File: config.mk
export PLATFORM = sky130hd
export DESIGN_NAME = br_csr_issue_queue
export DESIGN_NICKNAME = d
export VERILOG_FILES = /design/src/rtl/br_csr_issue_queue_pkg.sv /design/src/rtl/br_csr_issue_queue_select.sv /design/src/rtl/br_csr_issue_queue.sv
export SDC_FILE = /design/constraint.sdc
export NUM_CORES = 2
export LEC_CHECK = 0
export CORE_ASPECT_RATIO = 1.2
export CORE_MARGIN = 5
export CORE_UTILIZATION = 25
export CTS_BUF_LIST = sky130_fd_sc_hd__clkbuf_16
export DETAILED_ROUTE_END_ITERATION = 7
export GPL_TIMING_DRIVEN = 0
export PLACE_DENSITY_LB_ADDON = 0.08
export SYNTH_ARGS = -nofsm -noshare
export SYNTH_HDL_FRONTEND = slang
export SYNTH_SLANG_ARGS = --single-unit
File: constraint.sdc
create_clock -name Clk -period 3.7 [get_ports Clk]
set_input_delay 1.11 -clock Clk [delete_from_list [all_inputs] [get_ports Clk]]
set_output_delay 1.11 -clock Clk [all_outputs]
set_load 0.02 [all_outputs]
File: src/rtl/br_csr_issue_queue_pkg.sv
// Shared types and constants for the branch/CSR issue queue.
// Latency: n/a (package only).
// Backpressure: n/a (package only).
package br_csr_issue_queue_pkg;

  localparam int SLOT_W     = 4;
  localparam int IQ_DEPTH   = 1 << SLOT_W;
  localparam int TAG_W      = 6;
  localparam int UOP_W      = 64;
  localparam int WAKE_PORTS = 2;

  // Slot order the free-slot queue hands out after reset or flush.
  localparam logic [SLOT_W-1:0] FL_RST_SLOT0 = 4'd2;
  localparam logic [SLOT_W-1:0] FL_RST_SLOT1 = 4'd6;
  localparam logic [SLOT_W-1:0] FL_RST_SLOT2 = 4'd10;
  localparam logic [SLOT_W-1:0] FL_RST_SLOT3 = 4'd14;
  localparam logic [SLOT_W-1:0] FL_RST_SLOT4 = 4'd0;

  typedef struct packed {
    logic             valid;
    logic             rdy1;
    logic             rdy2;
    logic [TAG_W-1:0] tag1;
    logic [TAG_W-1:0] tag2;
    logic [UOP_W-1:0] uop;
  } brcsr_iq_entry_t;

  // True when any valid wakeup port broadcasts the given tag.
  function automatic logic wake_hit(
    input logic [WAKE_PORTS-1:0]       vld,
    input logic [WAKE_PORTS*TAG_W-1:0] tags,
    input logic [TAG_W-1:0]            tag
  );
    logic hit;
    hit = 1'b0;
    for (int k = 0; k < WAKE_PORTS; k++) begin
      if (vld[k] && (tags[k*TAG_W +: TAG_W] == tag)) hit = 1'b1;
    end
    return hit;
  endfunction

endpackage

File: src/rtl/br_csr_issue_queue_select.sv
// Picks one ready entry: lowest index, or oldest when BRCSR_IQ_AGE_SEL_EN is defined.
// Latency: combinational grant; the age matrix updates on the allocation edge.
// Backpressure: none; the caller decides whether the grant is consumed.
//
// Ports: Clk/Rest/Flush clock, async reset, flush; alloc_vld/alloc_slot allocation
// (already gated by flush); cand candidate vector; grant one-hot, grant_idx encoded,
// grant_vld any grant.
module brcsr_iq_select
  import br_csr_issue_queue_pkg::*;
#(
  parameter int NUM_ENT = IQ_DEPTH,
  parameter int IDX_W   = SLOT_W
) (
  input  logic               Clk,
  input  logic               Rest,
  input  logic               Flush,
  input  logic               alloc_vld,
  input  logic [IDX_W-1:0]   alloc_slot,
  input  logic [NUM_ENT-1:0] cand,
  output logic [NUM_ENT-1:0] grant,
  output logic [IDX_W-1:0]   grant_idx,
  output logic               grant_vld
);

  logic [NUM_ENT-1:0] pick_vec;

`ifdef BRCSR_IQ_AGE_SEL_EN
  // age[i][j] = 1 means entry j was allocated before entry i.
  logic [NUM_ENT-1:0] age [NUM_ENT];

  always_ff @(posedge Clk or negedge Rest) begin
    if (!Rest) begin
      for (int i = 0; i < NUM_ENT; i++) age[i] <= '0;
    end else if (Flush) begin
      for (int i = 0; i < NUM_ENT; i++) age[i] <= '0;
    end else if (alloc_vld) begin
      for (int i = 0; i < NUM_ENT; i++) begin
        for (int j = 0; j < NUM_ENT; j++) begin
          if (IDX_W'(i) == alloc_slot)      age[i][j] <= (IDX_W'(j) != alloc_slot);
          else if (IDX_W'(j) == alloc_slot) age[i][j] <= 1'b0;
        end
      end
    end
  end

  // A candidate is eligible only if no other candidate is older.
  always_comb begin
    pick_vec = '0;
    for (int i = 0; i < NUM_ENT; i++) begin
      pick_vec[i] = cand[i] & ~(|(age[i] & cand));
    end
  end
`else
  assign pick_vec = cand;

  logic unused_sel_in;
  assign unused_sel_in = ^{Clk, Rest, Flush, alloc_vld, alloc_slot};
`endif

  // Lowest-index pick; with the age matrix this only breaks impossible ties.
  always_comb begin
    grant     = '0;
    grant_idx = '0;
    for (int i = NUM_ENT - 1; i >= 0; i--) begin
      if (pick_vec[i]) begin
        grant     = '0;
        grant[i]  = 1'b1;
        grant_idx = IDX_W'(i);
      end
    end
  end

  assign grant_vld = |pick_vec;

endmodule

File: src/rtl/br_csr_issue_queue.sv
// Branch/CSR issue queue: holds renamed uops until both sources wake, issues one per cycle.
// Latency: alloc edge N -> IssueValid after N+1 -> FreeWable pulse after N+2.
// Backpressure: IssueReady low holds the issue register; entries keep waiting.
//
// Ports: Clk, Rest (async active-low); Alloc* dispatch write into slot AllocSlot;
// Wake* two tag broadcast ports (port 0 in low bits); Issue* issue register with
// IssueReady handshake; FreeWable/FreeDin registered slot return to the free-slot
// queue; Flush synchronous clear; IqCount live entry count.
// Optional: BRCSR_IQ_AGE_SEL_EN selects oldest-first instead of lowest-index.
module br_csr_issue_queue #(
  parameter int SLOT_W   = br_csr_issue_queue_pkg::SLOT_W,
  parameter int IQ_DEPTH = br_csr_issue_queue_pkg::IQ_DEPTH,
  parameter int TAG_W    = br_csr_issue_queue_pkg::TAG_W,
  parameter int UOP_W    = br_csr_issue_queue_pkg::UOP_W
) (
  input  logic                 Clk,
  input  logic                 Rest,
  input  logic                 AllocValid,
  input  logic [SLOT_W-1:0]    AllocSlot,
  input  logic [UOP_W-1:0]     AllocUop,
  input  logic [TAG_W-1:0]     AllocSrc1Tag,
  input  logic                 AllocSrc1Rdy,
  input  logic [TAG_W-1:0]     AllocSrc2Tag,
  input  logic                 AllocSrc2Rdy,
  input  logic [br_csr_issue_queue_pkg::WAKE_PORTS-1:0]       WakeValid,
  input  logic [br_csr_issue_queue_pkg::WAKE_PORTS*TAG_W-1:0] WakeTag,
  input  logic                 IssueReady,
  output logic                 IssueValid,
  output logic [UOP_W-1:0]     IssueUop,
  output logic [SLOT_W-1:0]    IssueSlot,
  output logic                 FreeWable,
  output logic [SLOT_W-1:0]    FreeDin,
  input  logic                 Flush,
  output logic [SLOT_W:0]      IqCount
);
  import br_csr_issue_queue_pkg::*;

  brcsr_iq_entry_t       ent [IQ_DEPTH];
  logic [IQ_DEPTH-1:0]   cand;
  logic [IQ_DEPTH-1:0]   grant;
  logic [SLOT_W-1:0]     grant_idx;
  logic                  grant_vld;
  logic                  load;
  logic                  alloc_en;
  logic                  ret_pend;
  logic                  alloc_rdy1;
  logic                  alloc_rdy2;

  assign alloc_en = AllocValid & ~Flush;

  // Entries are sourced only from registered state, so a uop written this
  // cycle cannot be picked until the following cycle.
  always_comb begin
    cand = '0;
    for (int i = 0; i < IQ_DEPTH; i++) begin
      cand[i] = ent[i].valid & ent[i].rdy1 & ent[i].rdy2;
    end
  end

  brcsr_iq_select #(
    .NUM_ENT (IQ_DEPTH),
    .IDX_W   (SLOT_W)
  ) u_select (
    .Clk        (Clk),
    .Rest       (Rest),
    .Flush      (Flush),
    .alloc_vld  (alloc_en),
    .alloc_slot (AllocSlot),
    .cand       (cand),
    .grant      (grant),
    .grant_idx  (grant_idx),
    .grant_vld  (grant_vld)
  );

  assign load = grant_vld & (~IssueValid | IssueReady);

  // A wakeup landing in the allocation cycle would otherwise be lost.
  assign alloc_rdy1 = AllocSrc1Rdy | wake_hit(WakeValid, WakeTag, AllocSrc1Tag);
  assign alloc_rdy2 = AllocSrc2Rdy | wake_hit(WakeValid, WakeTag, AllocSrc2Tag);

  always_ff @(posedge Clk or negedge Rest) begin
    if (!Rest) begin
      for (int i = 0; i < IQ_DEPTH; i++) ent[i].valid <= 1'b0;
    end else if (Flush) begin
      for (int i = 0; i < IQ_DEPTH; i++) ent[i].valid <= 1'b0;
    end else begin
      for (int i = 0; i < IQ_DEPTH; i++) begin
        if (ent[i].valid && wake_hit(WakeValid, WakeTag, ent[i].tag1)) ent[i].rdy1 <= 1'b1;
        if (ent[i].valid && wake_hit(WakeValid, WakeTag, ent[i].tag2)) ent[i].rdy2 <= 1'b1;
        if (load && grant[i]) ent[i].valid <= 1'b0;
      end
      if (AllocValid) begin
        ent[AllocSlot] <= '{valid: 1'b1,
                           rdy1:  alloc_rdy1,
                           rdy2:  alloc_rdy2,
                           tag1:  AllocSrc1Tag,
                           tag2:  AllocSrc2Tag,
                           uop:   AllocUop};
      end
    end
  end

  // Issue register, slot return pipeline and occupancy counter. The slot
  // return trails the load by one edge; IssueSlot still holds the loaded
  // slot on that edge even if a new load happens simultaneously.
  always_ff @(posedge Clk or negedge Rest) begin
    if (!Rest) begin
      IssueValid <= 1'b0;
      IssueUop   <= '0;
      IssueSlot  <= '0;
      ret_pend   <= 1'b0;
      FreeWable  <= 1'b0;
      FreeDin    <= '0;
      IqCount    <= '0;
    end else if (Flush) begin
      // The free-slot queue rebuilds its list on Flush, so nothing is returned.
      IssueValid <= 1'b0;
      ret_pend   <= 1'b0;
      FreeWable  <= 1'b0;
      IqCount    <= '0;
    end else begin
      if (load) begin
        IssueValid <= 1'b1;
        IssueUop   <= ent[grant_idx].uop;
        IssueSlot  <= grant_idx;
      end else if (IssueValid && IssueReady) begin
        IssueValid <= 1'b0;
      end
      ret_pend  <= load;
      FreeWable <= ret_pend;
      if (ret_pend) FreeDin <= IssueSlot;
      IqCount <= IqCount + (SLOT_W+1)'(AllocValid) - (SLOT_W+1)'(load);
    end
  end

  // Dispatch must only use slots handed out by the free-slot queue.
  logic alloc_clash;
  assign alloc_clash = alloc_en & ent[AllocSlot].valid;

  a_alloc_free_slot: assert property (@(posedge Clk) disable iff (!Rest) !alloc_clash);

endmodule

Yosys cells after proc, flatten, opt, wreduce, memory -nomap -nowiden --
Cells that the tools add are included. W data, S select, Z words.
Word-level totals: flip-flop bits (word level) 1344, latch bits 0, bits in writable memories 0, bits in read-only memories 0, input bits 101, output and inout bits 79, word-level logic and storage cells 597, memories kept 0
Cells by class: add/sub/neg operators 2, multipliers 0, divide/modulo/power cells 0, order comparisons 3, equal/unequal tests 68, shifts and indexed selects 0, mux-type cells 257, bitwise logic cells 40, reduce and logical (&&, ||, !) cells 124
Operators by type and width (number):
- $bwmux W1264 | 1
- $mux W1264 | 1
- $eq A6 B6 Y1 | 68
- $bmux W79 S4 | 1
- $demux W79 S4 | 1
- $mux W16 | 16
- $mux W1 | 217
- $mux W64 | 2
- $logic_and A1 B1 Y1 | 118
- $mux W79 | 1
- $mux W4 | 16
- $and A1 B1 Y1 | 33
- $reduce_or A16 Y1 | 1
- $ge A5 B5 Y1 const B | 2
- $not A4 Y5 | 2
- $reduce_and A2 Y1 | 3
- $add A5 B1 Y5 | 1
- $lt A5 B1 Y1 const B | 1
- $mux W5 | 1
- $sub A5 B1 Y5 | 1
- $or A1 B1 Y1 | 3
- $reduce_and A3 Y1 | 1
- $reduce_bool A3 Y1 | 1
- $not A1 Y1 | 2

Depth between registers and ports, before layout --
depth after elaboration 24, mapped depth 12, mapped depth without buffers 12

Cells and area by module --
A second synthesis with hierarchy kept.
Second synthesis, totals: cell total of the unflattened synthesis 2888, area, all modules 54925.2 µm²
Modules (own cells, without submodules):
- br_csr_issue_queue | instances 1, cells an instance 2840, area each 54599.9 µm², seq. area each 39878.2 µm²
- brcsr_iq_select | instances 1, cells an instance 48, area each 325.3 µm², seq. area each 0.0 µm²

Worst setup path after synthesis --
No wires, ideal clock.
kind in2reg, start input AllocSlot[2], end register (tool-made name), setup time 0.511 ns, data arrival time 5.075 ns, required time 3.189 ns, setup slack -1.886 ns, stages on the path 4, path buffers 1, cell sequence clkbuf_1 > nand2b_1 > or3_1 > nor2_1
RTL lines:
- from (decl) | RTL line br_csr_issue_queue.sv:19 | input logic [SLOT_W-1:0] AllocSlot,

Final worst setup path --
start register ent[709] in the netlist's numbering, end register IssueUop[26]
On the way: longest elaborated chain between the ends 14, elaborated cells between the ends (all ways) 17, those cells by class mux (11); bitwise (4); reduce/logical (2)
RTL lines:
- from (decl) | RTL line br_csr_issue_queue.sv:38 | brcsr_iq_entry_t ent [IQ_DEPTH];
- from (signal, indexed assignment) | RTL line br_csr_issue_queue.sv:93 | ent[AllocSlot] <= '{valid: 1'b1,
- $and A1 B1 Y1 (*) (2 in a row) | RTL line br_csr_issue_queue.sv:56 | cand[i] = ent[i].valid & ent[i].rdy1 & ent[i].rdy2;
- $mux W4 (8 in a row) | RTL line br_csr_issue_queue_select.sv:65 | if (pick_vec[i]) begin
- $not A4 Y5 (implied by the code) | RTL line br_csr_issue_queue.sv:124 | IssueUop <= ent[grant_idx].uop;
- $bmux W79 S4 | RTL line br_csr_issue_queue.sv:124
- $mux W64 (implied by the code) (2 in a row) | RTL line br_csr_issue_queue.sv:124
- to (signal assigned) | RTL line br_csr_issue_queue.sv:124
- to (decl) | RTL line br_csr_issue_queue.sv:29 | output logic [UOP_W-1:0] IssueUop,
Mark *: on every way between the ends. The rest lies on a longest branch, timed or not. The select of a mux whose other input is x is not followed. A chain may end at the register's enable or synchronous reset.

==> reports/metrics.csv <==
stage;metric;value;unit
place;post-place setup slack;-1.57;ns
timing;Layout Skew;0.0260;ns
grt;grt ovf;0;
power_and_ir_drop;Peak VDD IR;0.337;mV
clock_network;CTS tree;yes;
synthesis;leading area contributor after synthesis;edfxtp_1;
timing;max_slew headroom;4.80;%
detailed_routing;Post-DRT Antenna Nets;0;
synthesis;#FFs+latches synth;1344;
synthesis;Seq/Total Area, Yosys;71.1;%
synthesis;top cells by area, synth;edfxtp_1, mux4_2, xnor2_1;
grt;vias in the first global route;34100;
finish;Area Overhead vs Synth;21.6;%
run;max cap viols;0;
timing;Final Setup Violations;0;
grt;initial antenna violation count;21;
synthesis;number of synthesis warnings;0;
worst_setup_path;Critical Path End Type;flop;
synthesis;post-synthesis mux area share;8.92;%
synthesis;top_reg_cell synth;edfxtp_1;
timing;fin crit period;3.60;ns
floorplanning;Ports;180;
worst_setup_path;crit path kind;flop to flop;
finish;share of cells above drive strength 1;19.4;%
synthesis;fraction of registers with async set/reset;7.14;%
detailed_routing;# DRC;0;
clock_network;TritonCTS Buffers;156;
floorplanning;die area;234000;sq um
synthesis;adder-cell share of the synthesized area;0.147;%
timing;Max Clk Rate;278;MHz
synthesis;Distinct cells, synth;53;
worst_setup_path;R2R setup slack;0.1;ns
clock_network;Hold Buf Count CTS;0;
synthesis;Avg Inst Size Synth;16.6;sq um
place;placed inst area;63000;sq um
detailed_routing;Vias/cell;4.68;
power_and_ir_drop;Leakage Power;21.7;nW
worst_setup_path;worst r2r path cells;9;
place;gpl congestion;0.746;
synthesis;Mapped Cells;3371;
clock_network;Clock Tree Buf Depth;3;
detailed_routing;1st-iter DRT viols;2204;
finish;post-layout net count;3871;
grt;first-pass GRT wire length;265000;um
clock_network;clock latency on the worst-skew pair;0.81;ns
finish;Finished Layout Cells;6877;
worst_setup_path;Arr. time, crit path;4.24;ns
power_and_ir_drop;PD cells;528;nW/um^2
detailed_routing;WL/cell;27.4;um
finish;Fillers;21900;
synthesis;Post-Syn Nets;3478;
timing;final slew viol count;0;
clock_network;# clock sinks;1344;
synthesis;main combinational cell family by area after synthesis;multiplexers;
synthesis;EDFF count, synth;1248;
worst_setup_path;Worst Path Max Fanout;10;
worst_setup_path;Reg-to-Reg Start;ent[709];
grt;Global Route Usage Sum;15.8;%
synthesis;top-area cell type share of the netlist area;66.8;%
synthesis;post-synthesis compound-gate area fraction;7.30;%
floorplanning;row count;190;
synthesis;synth cell count leaders;edfxtp_1, xnor2_1, mux2_2;
outcome;status;finished, final reports clean;
place;number of buffers added on ports;164;
floorplanning;starting density of the core;25.1;%
floorplanning;die height;529;um
detailed_routing;vias post-DR;32200;
timing;final cycle utilization of the critical path;97.3;%
worst_setup_path;worst flop-to-flop path endpoint;IssueUop[26];
place;placed cell count;6580;
floorplanning;Die W;442;um
synthesis;count leader, synth;edfxtp_1;
finish;Core Util, Final;30.6;%
synthesis;synthesized area;56100;sq um
place;HPWL Detailed;126000;um
synthesis;Post-Synth XOR/XNOR Area;6.43;%
detailed_routing;iteration count of the initial detailed-routing pass;5;
finish;post-layout instance area;68200;sq um
timing;fin worst setup slack;0.0987;ns
worst_setup_path;Critical Path Source Type;flop;
clock_network;H-tree depth;4;
min_path;type of the worst min-delay path;input port to async pin;
grt;largest net degree at the start of global routing;37;
clock_network;CTS clock-pin slew for the worst setup and hold paths;0.06;ns
synthesis;Post-Synth Simple-Gate Area;4.26;%
floorplanning;Core Region;223000;sq um
clock_network;Root Buffer;clkbuf_16;
timing;worst-margin pin slew;1.43;ns
worst_setup_path;Worst EP required;4.34;ns
timing;Final Hold Viols;0;
detailed_routing;Total Wirelength;188000;um
[stage by stage]
stage                     power [mW]  hold slack [ns]  setup TNS, ns
after floorplan                 19.4            0.517        -501.54
after global placement          21.4            0.492              -
after detailed placement        21.4            0.493        -820.09
after CTS                       36.6            0.199              0
after global routing            37.5            0.236        -0.0101
final                           36.0            0.256              0
[critical path, cell delays in order, from the launching register on]
cell	delay [ns]
edfxtp_1	0.41
and3_1	0.28
a21oi_4	0.33
clkbuf_1	0.90
clkbuf_1	0.49
a211oi_1	0.16
a32oi_1	0.19
a21oi_1	0.13
a221oi_1	0.39
nand3_1	0.15
[power by group]
group          internal [mW]  switching [mW]
combinational           1.49            1.95
clock                   8.49            6.50
sequential              17.1           0.471
total                   27.1            8.93
[cells by family after synthesis]
kind of cell               count (synthesis)
DFF                                     1344
AOI/OAI and AO/OA                        585
and+or+nand+nor                          463
xor gates and xnor gates                 412
muxes                                    325
buffers and inverters                    236
adders and majority gates                  6
[cells in the final DEF (no fill, tap or decap), types with 57 or more instances in the layout]
cell | netlist | routed
nand4_1 | 84 | 84
edfxtp_1 | 1248 | 1248
nand2_1 | 109 | 109
o21ai_0 | 67 | 62
clkbuf_1 | 143 | 121
mux2_2 | 194 | 194
xnor2_1 | 302 | 302
mux4_2 | 120 | 120
clkbuf_16 | 0 | 160
a21oi_1 | 126 | 124
a211oi_1 | 58 | 57
a32oi_1 | 64 | 64
o211ai_1 | 58 | 58
a22oi_1 | 120 | 120
xor2_1 | 110 | 110
clkdlybuf4s50_1 | 0 | 151
dfrtp_1 | 96 | 96
nand3_1 | 127 | 126
[layout make-up]
cell class / instances / area [sq um] / share of cell area [%]
sequential: 1344 / 39900 / 58.4
multi-input combinational: 1791 / 15500 / 22.7
clock buffer: 160 / 4000 / 5.87
tap: 2976 / 3720 / 5.46
timing repair buffer: 236 / 3120 / 4.57
buffer: 226 / 1080 / 1.59
clock inverter: 130 / 911 / 1.34
inverter: 9 / 33.8 / 0.0495
antenna: 5 / 12.5 / 0.0183
[metal layers]
metal,vias up,track usage [%],wire (um)
met5,-,0,27
met4,4,4.62,5260
met3,244,2.60,7790
met2,760,27.6,94500
met1,16900,20.1,80700
li1,14200,-,-
[worst max-delay path by stage]
stage | startpoint | to | slack, ns | cells after the start
3_5_place_dp | AllocSrc2Tag[1] | ent[1261] | -1.57 | 9
2_1_floorplan | Flush | flop | -0.58 | 4
6_report | ent[709] | IssueUop[26] | 0.1 | 9
4_1_cts | ent[709] | IssueUop[32] | 0.0007 | 10
3_3_place_gp | Rest | flop | -9.46 | 5
5_1_grt | WakeValid[1] | ent[946] | -0.01 | 7
[timing repair]
item	CTS	global route
endpoints found under the hold margin	0	0
setup endpoints to repair	378	100
resized for setup	70	36
setup buffers	2	1
gates cloned	0	0
pin swaps	0	1
Note: power is estimated with default switching activity, not from simulation.
